[src/rtl/share_pkg.sv]
// ============================================================================
// share_pkg : shared types and constants for the share_div_seq datapath
// Revision  : 1.0
// ============================================================================
`default_nettype none

package share_pkg;

  localparam int unsigned DATA_W     = 8;
  localparam int unsigned CMP_THRESH = 8;
  localparam int unsigned DIV_ITERS  = 8;

  typedef enum logic [1:0] {
    IDLE = 2'd0,
    SEL  = 2'd1,
    DIV  = 2'd2,
    DONE = 2'd3
  } state_e;

endpackage : share_pkg

`default_nettype wire

[src/rtl/share_div_core.sv]
// ============================================================================
// share_div_core : iterative restoring divider, one quotient bit per step.
// Optional remainder output under SHARE_DIV_REM_EN.  Revision : 1.0
// ============================================================================
`default_nettype none

module share_div_core
  import share_pkg::*;
(
  input  logic              clk,
  input  logic              rst_n,
  input  logic              load_i,
  input  logic              step_i,
  input  logic [DATA_W-1:0] dividend_i,
  input  logic [DATA_W-1:0] divisor_i,
  output logic              done_o,
  output logic [DATA_W-1:0] quo_o
`ifdef SHARE_DIV_REM_EN
  ,
  output logic [DATA_W-1:0] rem_o
`endif
);

  logic [DATA_W-1:0] quo_q, quo_d;
  logic [DATA_W-1:0] rem_q, rem_d;
  logic [DATA_W-1:0] dvs_q, dvs_d;
  logic [2:0]        cnt_q, cnt_d;
  logic [DATA_W-1:0] yres_q, yres_d;
`ifdef SHARE_DIV_REM_EN
  logic [DATA_W-1:0] rres_q, rres_d;
`endif

  logic [DATA_W:0]   shifted;
  logic [DATA_W-1:0] diff;
  logic              ge;
  logic              last;

  always_comb begin
    shifted = {rem_q, quo_q[DATA_W-1]};
    ge      = (shifted >= {1'b0, dvs_q});
    // When ge holds the true difference is below the divisor, so the
    // modulo-256 subtraction of the low bits is exact.
    diff    = shifted[DATA_W-1:0] - dvs_q;
    last    = step_i && (cnt_q == 3'(DIV_ITERS - 1));

    quo_d  = quo_q;
    rem_d  = rem_q;
    dvs_d  = dvs_q;
    cnt_d  = cnt_q;
    yres_d = yres_q;
`ifdef SHARE_DIV_REM_EN
    rres_d = rres_q;
`endif

    if (load_i) begin
      quo_d = dividend_i;
      rem_d = '0;
      dvs_d = divisor_i;
      cnt_d = '0;
    end else if (step_i) begin
      if (ge) begin
        rem_d = diff;
        quo_d = {quo_q[DATA_W-2:0], 1'b1};
      end else begin
        rem_d = shifted[DATA_W-1:0];
        quo_d = {quo_q[DATA_W-2:0], 1'b0};
      end
      cnt_d = cnt_q + 3'd1;
      if (last) begin
        yres_d = quo_d;
`ifdef SHARE_DIV_REM_EN
        rres_d = rem_d;
`endif
      end
    end
  end

  always_ff @(posedge clk or negedge rst_n) begin
    if (!rst_n) begin
      quo_q  <= '0;
      rem_q  <= '0;
      dvs_q  <= '0;
      cnt_q  <= '0;
      yres_q <= '0;
`ifdef SHARE_DIV_REM_EN
      rres_q <= '0;
`endif
    end else begin
      quo_q  <= quo_d;
      rem_q  <= rem_d;
      dvs_q  <= dvs_d;
      cnt_q  <= cnt_d;
      yres_q <= yres_d;
`ifdef SHARE_DIV_REM_EN
      rres_q <= rres_d;
`endif
    end
  end

  assign done_o = last;
  assign quo_o  = yres_q;
`ifdef SHARE_DIV_REM_EN
  assign rem_o  = rres_q;
`endif

endmodule : share_div_core

`default_nettype wire

[src/rtl/share_div_seq.sv]
// ============================================================================
// share_div_seq : operand select on a shared multiplier, then shared divide.
// Port r present only with SHARE_DIV_REM_EN.  Revision : 1.0
// ============================================================================
`default_nettype none

module share_div_seq
  import share_pkg::*;
(
  input  logic              clk,
  input  logic              rst_n,
  input  logic              in_valid,
  output logic              in_ready,
  input  logic              s,
  input  logic [DATA_W-1:0] a,
  input  logic [DATA_W-1:0] b,
  input  logic [DATA_W-1:0] c,
  output logic              out_valid,
  input  logic              out_ready,
  output logic [DATA_W-1:0] y
`ifdef SHARE_DIV_REM_EN
  ,
  output logic [DATA_W-1:0] r
`endif
);

  state_e state_q, state_d;

  logic              s_q, s_d;
  logic [DATA_W-1:0] a_q, a_d, b_q, b_d, c_q, c_d;

  logic [DATA_W-1:0]   mul_x;
  logic [2*DATA_W-1:0] prod;
  logic                cmp;
  logic [DATA_W-1:0]   dividend, divisor;
  logic                load, step, div_done;

  always_comb begin
    mul_x = s_q ? a_q : c_q;
    prod  = {{DATA_W{1'b0}}, mul_x} * {{DATA_W{1'b0}}, b_q};
    cmp   = (prod > (2*DATA_W)'(CMP_THRESH));
    unique case ({s_q, cmp})
      2'b11:   begin dividend = b_q; divisor = c_q; end
      2'b10:   begin dividend = c_q; divisor = b_q; end
      2'b01:   begin dividend = a_q; divisor = b_q; end
      default: begin dividend = b_q; divisor = a_q; end
    endcase
  end

  always_comb begin
    state_d   = state_q;
    s_d       = s_q;
    a_d       = a_q;
    b_d       = b_q;
    c_d       = c_q;
    load      = 1'b0;
    step      = 1'b0;
    in_ready  = 1'b0;
    out_valid = 1'b0;
    unique case (state_q)
      IDLE: begin
        in_ready = 1'b1;
        if (in_valid) begin
          s_d     = s;
          a_d     = a;
          b_d     = b;
          c_d     = c;
          state_d = SEL;
        end
      end
      SEL: begin
        load    = 1'b1;
        state_d = DIV;
      end
      DIV: begin
        step = 1'b1;
        if (div_done) state_d = DONE;
      end
      DONE: begin
        out_valid = 1'b1;
        if (out_ready) state_d = IDLE;
      end
      default: state_d = IDLE;
    endcase
  end

  always_ff @(posedge clk or negedge rst_n) begin
    if (!rst_n) begin
      state_q <= IDLE;
      s_q     <= 1'b0;
      a_q     <= '0;
      b_q     <= '0;
      c_q     <= '0;
    end else begin
      state_q <= state_d;
      s_q     <= s_d;
      a_q     <= a_d;
      b_q     <= b_d;
      c_q     <= c_d;
    end
  end

  share_div_core u_core (
    .clk        (clk),
    .rst_n      (rst_n),
    .load_i     (load),
    .step_i     (step),
    .dividend_i (dividend),
    .divisor_i  (divisor),
    .done_o     (div_done),
    .quo_o      (y)
`ifdef SHARE_DIV_REM_EN
    ,
    .rem_o      (r)
`endif
  );

endmodule : share_div_seq

`default_nettype wire

[config.mk]
export PLATFORM = sky130hd
export DESIGN_NAME = share_div_seq
export DESIGN_NICKNAME = d
export VERILOG_FILES = /design/src/rtl/share_pkg.sv /design/src/rtl/share_div_core.sv /design/src/rtl/share_div_seq.sv
export SDC_FILE = /design/constraint.sdc
export NUM_CORES = 1
export LEC_CHECK = 0
export CAP_MARGIN = 20
export CORE_MARGIN = 4
export CORE_UTILIZATION = 55
export DETAILED_ROUTE_END_ITERATION = 8
export GPL_ROUTABILITY_DRIVEN = 0
export PLACE_DENSITY = 0.81
export SLEW_MARGIN = 5
export SYNTH_ARGS = -nofsm -noshare
export SYNTH_HDL_FRONTEND = slang
export SYNTH_HIERARCHICAL = 1
export SYNTH_SLANG_ARGS = --single-unit
[constraint.sdc]
create_clock -name clk -period 9.58 [get_ports clk]
set_input_delay 2.874 -clock clk [delete_from_list [all_inputs] [get_ports clk]]
set_output_delay 2.874 -clock clk [all_outputs]
set_load 0.01 [all_outputs]
==> results of run 1 <==
-- state kept, by name, indices dropped and copies added, names as in the netlist --
signal	count
state_q	2
b_q	8
u_core/quo_q	8
u_core/dvs_q	8
a_q	8
s_q	1
c_q	8
u_core/quo_o	8
u_core/cnt_q	3
u_core/rem_q	8
-- worst max path at each step --
stage | start | endpoint | cells past startpoint
2_1_floorplan | s_q$_DFFE_PN0P_ | u_core/dvs_q[0]$_DFFE_PN0P_ | 23
3_3_place_gp | s_q$_DFFE_PN0P_ | u_core/dvs_q[6]$_DFFE_PN0P_ | 22
3_5_place_dp | s_q$_DFFE_PN0P_ | u_core/dvs_q[6]$_DFFE_PN0P_ | 22
4_1_cts | s_q$_DFFE_PN0P_ | u_core/dvs_q[6]$_DFFE_PN0P_ | 22
5_1_grt | s_q$_DFFE_PN0P_ | u_core/dvs_q[6]$_DFFE_PN0P_ | 22
6_report | s_q$_DFFE_PN0P_ | u_core/dvs_q[5]$_DFFE_PN0P_ | 22
-- cells in the final DEF, fill, tap and decap left out, drive strengths merged, types with 32 or more instances in the layout --
| master | count |
|---|---|
| inv | 70 |
| dfrtp | 62 |
| clkdlybuf4s50 | 37 |
| o21ai | 43 |
| nor2 | 32 |
| fa | 37 |
| ha | 54 |
| nor2b | 39 |
| nand2 | 41 |
| mux2 | 36 |
-- metrics by stage --
| stage | std cells | hold WS [ns] | instance area [um2] | util (%) |
|---|---|---|---|---|
| after floorplan | 595 | 0.485 | 5630 | - |
| after global placement | 742 | 0.470 | 6070 | 61.6 |
| after detailed placement | 742 | 0.483 | 6070 | 61.6 |
| after CTS | 758 | 0.500 | 6280 | 63.7 |
| after global routing | 759 | 0.530 | 6310 | 64.0 |
| final | 759 | 0.496 | 6310 | 64.0 |
-- logic make-up after synthesis --
group / count (synthesis) / share of synthesized area (%)
flops: 62 / 27.5
fa+ha+maj: 91 / 25.1
simple gates: 165 / 15.2
mux: 54 / 10.4
xor+xnor: 8 / 1.24
buf+inv: 96 / 6.78
compound gates: 119 / 13.7
-- layout make-up --
| cell class | instances | area, um2 | share of cell area, % |
|---|---|---|---|
| Multi-Input combinational cell | 437 | 3700 | 58.6 |
| Tap cell | 133 | 166 | 2.64 |
| Sequential cell | 62 | 1550 | 24.6 |
| Timing Repair Buffer | 42 | 425 | 6.74 |
| Inverter | 69 | 259 | 4.11 |
| Clock inverter | 6 | 70.1 | 1.11 |
| Clock buffer | 10 | 138 | 2.18 |
-- routing by layer --
metal / routed length, um / vias to the layer above / share of wire, %
met5: 0 / - / 0
met3: 744 / 21 / 5.9
li1: - / 2071 / -
met4: 168 / 0 / 1.3
met1: 5550 / 2183 / 44
met2: 6050 / 158 / 48
-- worst max-delay path, stage by stage (launching register included) --
cell,delay (ns)
dfrtp_1,0.67
mux2i_1,0.75
nand2b_1,0.21
fa_1,0.45
fa_1,0.56
inv_1,0.06
fa_1,0.53
inv_1,0.05
fa_1,0.52
inv_1,0.04
ha_1,0.35
o211ai_2,0.09
a21oi_1,0.08
o31a_1,0.29
or3_1,0.32
a211oi_2,0.22
nand4b_1,0.13
nor3_1,0.34
ha_1,0.64
a22oi_1,0.18
o21ai_0,0.25
nand2_1,0.09
o21ai_0,0.09
==> qor.txt, run 1 <==
setup_tns - 0 ns
H-tree depth - 3
share of cells above drive strength 1 - 9.90%
Rel. slew slack - 44.1%
met3 usage - 4.62%
num rows - 36
Max-Cap Viols - 0
post-cts repair resize count - 0
Vert. Die Dim - 109 um
Synth Cell Area - 5630 um2
critical path required time - 9.84 ns
worst slack, placed - 2.67 ns
DR vias/cell - 5.84
Detailed Routing Iterations Pass 1 - 7
Syn-to-layout area delta - 12.0%
Arr. time, crit path - 7.27 ns
hpwl dp - 9310 um
Slew Viols, Final - 0
clk_skew - 0.0103 ns
Avg WL per Cell - 16.5 um
Final nets - 741
cells after synthesis - 595
count leader, synth - inv_1
vias in the first global route - 4375
Worst Hold Class - register to register
status - finished, final reports clean
FF-to-FF End - u_core/dvs_q[5]$_DFFE_PN0P_
fillcell total - 820
fmax - 143 MHz
Worst R2R Path Depth - 22
Synth cell types - 49
Antenna Cells - 0
die footprint - 11900 um2
I/O pin cnt - 39
Worst-Margin Slew - 0.815 ns
WHS Path Cells - 2
Core Box Area - 9860 um2
mean post-synth cell area - 9.46 um2
postcts setup bufs - 0
Synth area leaders - dfrtp_1 28%, fa_1 13%, ha_1 12%, mux2_2 7.2%, inv_1 4.6%
CP startpoint kind - register
first-pass GRT wire length - 20600 um
RSZ-0062 raised after global routing - no
Worst Path Class, Setup - register to register
count of clock tree sinks - 62
synth warn - 6
syn_nets - 715
clock-pin transition on the worst setup and hold timing paths - 0.07 ns
setup ws final - 2.57 ns
final hold violations - 0
final setup vio count - 0
antenna violations before repair - 0
hold endpoint - u_core/quo_o[0]$_DFFE_PN0P_
initial core utilization - 57.1%
fraction of registers with async set/reset - 100%
Congestion Overflow GR - 0
number of synthesized flops with an enable pin - 0
grt met1 use - 29.3%
DR DRC count - 0
Antenna Violating Nets Remaining - 0
global routing's busiest layer - met2
R2R Path Start - s_q$_DFFE_PN0P_
Clock Latency Late Sink - 0.35 ns
clock tree root driver cell - clkbuf_8
R2R Setup Slk - 2.57 ns
crit-path max FO - 24
register area share after synthesis - 27.5%
Worst setup EP type - register
Hold Crit Start - u_core/quo_o[0]$_DFFE_PN0P_
1st-iter DRT viols - 283
post-cts hold buffer count - 0
top cell types by occurrence after synthesis - 69 x inv_1, 62 x dfrtp_1, 54 x ha_1
Synth top area share - 27.5%
Final period util - 73.2%
CTS tree - yes
post-synth top area cell - dfrtp_1
total wire length - 12500 um
Chip Width - 109 um
met2 usage - 35.5%
via count - 4433
pin count of the biggest net entering global routing - 63
Port Buf Inserts - 38
aggregate global-route resource usage - 21.8%
#FFs+latches synth - 62
CTS Buffer Depth - 2
prevailing post-synth register cell - dfrtp_1
number of buffers created by CTS - 9
min Tclk post-route - 7.01 ns
Power of run 1 is not shown: default switching activity piles up to over one toggle a cycle in this logic, so the estimate is an artifact.
==> inputs of run 2 (changes only) <==
==> constraint.sdc (replaced) <==
create_clock -name clk -period 6.65 [get_ports clk]
set_input_delay 1.995 -clock clk [delete_from_list [all_inputs] [get_ports clk]]
set_output_delay 1.995 -clock clk [all_outputs]
set_load 0.01 [all_outputs]
==> qor.txt, run 2 (synthesis results as in run 1) <==
commonest non-fill, non-tap cell in the layout - inv_1
final setup vio count - 0
CTS Buffer Depth - 2
Core Box Area - 9860 um2
H-tree depth - 3
clk_skew - 0.0118 ns
highest-count cells in the layout ignoring fill and taps - 69 x inv_1, 61 x dfrtp_1, 53 x ha_1, 42 x o21ai_0, 41 x nand2_1
met3 usage - 4.03%
aggregate global-route resource usage - 22.0%
vias in the first global route - 4353
FF+latch area - 1550 um2
first-pass GRT wire length - 20700 um
Final nets - 748
Vert. Die Dim - 109 um
Worst Path Class, Setup - register to register
met2 usage - 35.3%
Congestion Overflow GR - 0
WHS - 0.499 ns
Antenna Violating Nets Remaining - 0
global routing's busiest layer - met2
Rel. slew slack - 48.8%
placed cell area - 6120 um2
Worst Hold Class - register to register
antenna violations before repair - 0
fillcell total - 757
Worst-Margin Slew - 0.768 ns
Top Family by Delay on Critical Path - adder cells
Chip Width - 109 um
post-cts hold buffer count - 0
grt met1 use - 30.8%
R2R Setup Slk - 0.29 ns
Final period util - 95.6%
CP startpoint kind - register
hold endpoint - u_core/quo_o[0]$_DFFE_PN0P_
R2R Path Start - s_q$_DFFE_PN0P_
DR DRC count - 0
FF-to-FF End - u_core/dvs_q[0]$_DFFE_PN0P_
I/O pin cnt - 39
Avg WL per Cell - 16.4 um
total wire length - 12600 um
1st-iter DRT viols - 265
worst slack, placed - -0.0353 ns
crit-path max FO - 12
Clock Latency Late Sink - 0.35 ns
clock-pin transition on the worst setup and hold timing paths - 0.08 ns
Hold Crit Start - u_core/quo_o[0]$_DFFE_PN0P_
count of clock tree sinks - 62
Slew Viols, Final - 0
fmax - 157 MHz
area of the multi-input gates - 3720 um2
share of cells above drive strength 1 - 11.5%
post-route cell area - 6410 um2
number of buffers created by CTS - 9
Worst R2R Path Depth - 20
final hold violations - 0
via count - 4521
WHS Path Cells - 2
Arr. time, crit path - 6.60 ns
Bufs and invs on worst path - 2
Worst setup EP type - register
initial core utilization - 57.1%
postcts setup bufs - 0
status - finished, final reports clean
Max-Cap Viols - 0
die footprint - 11900 um2
pin count of the biggest net entering global routing - 63
CTS tree - yes
Port Buf Inserts - 38
clock tree root driver cell - clkbuf_8
min Tclk post-route - 6.36 ns
DR vias/cell - 5.90
RSZ-0062 raised after global routing - no
critical path required time - 6.89 ns
Syn-to-layout area delta - 13.8%
num rows - 36
hpwl dp - 9460 um
worst path cell trace - mux2_2 -> and2_1 -> fa_1 -> fa_1 -> fa_1 -> inv_1 -> fa_1 -> inv_1 -> ha_1 -> o211ai_2 -> a21oi_1 -> o31a_1 -> or3_1 -> a211oi_2 -> nand4b_1 -> or3_1 -> ha_1 -> a22oi_1 -> o21ai_0 -> mux2_2
setup ws final - 0.291 ns
Antenna Cells - 0
slowest stage delay, CP - 0.55 ns
critical path's slowest cell - fa_1
Detailed Routing Iterations Pass 1 - 5
most used cell, CP - fa_1
==> run 2: area by class of cell <==
class / instances / share of cell area (%)
Clock buffer: 9 / 1.93
Timing Repair Buffer: 49 / 7.52
Multi-Input combinational cell: 437 / 58.1
Sequential cell: 62 / 24.2
Inverter: 69 / 4.04
Tap cell: 133 / 2.60
Clock inverter: 7 / 1.62
==> run 2: worst max-delay path by stage <==
stage,cells after the start,endpoint,slack [ns],start
global placement,22,u_core/dvs_q[6]$_DFFE_PN0P_,0.24,s_q$_DFFE_PN0P_
detailed placement,21,u_core/dvs_q[6]$_DFFE_PN0P_,-0.04,s_q$_DFFE_PN0P_
finish,20,u_core/dvs_q[0]$_DFFE_PN0P_,0.29,s_q$_DFFE_PN0P_
floorplan,23,u_core/dvs_q[0]$_DFFE_PN0P_,0.66,s_q$_DFFE_PN0P_
global route,20,u_core/dvs_q[0]$_DFFE_PN0P_,0.07,s_q$_DFFE_PN0P_
CTS,20,u_core/dvs_q[0]$_DFFE_PN0P_,0.09,s_q$_DFFE_PN0P_
==> run 2: routing by layer <==
metal / up-vias / share of wire [%]
li1: 2087 / -
met3: 22 / 5.6
met1: 2246 / 44
met2: 166 / 49
met4: 0 / 1.4
met5: - / 0
==> run 2: tightest hold or removal path, cell delays in order (launching register included) <==
cell     delay (ns)
dfrtp_1        0.34
nand2_1        0.05
o21ai_0        0.07
==> run 2: through the flow <==
stage / instances / setup TNS (ns) / utilization (%)
after floorplan: 595 / 0 / -
after global placement: 748 / 0 / 62.0
after detailed placement: 748 / -0.0363 / 62.0
after CTS: 764 / 0 / 64.4
after global routing: 766 / 0 / 65.0
final: 766 / 0 / 65.0
==> run 2: what timing repair did <==
action	4_1_cts	5_1_grt
endpoints found under the setup margin	2	16
hold endpoints to repair	0	0
resized for setup	1	4
Power of run 2 is left out for the same reason.
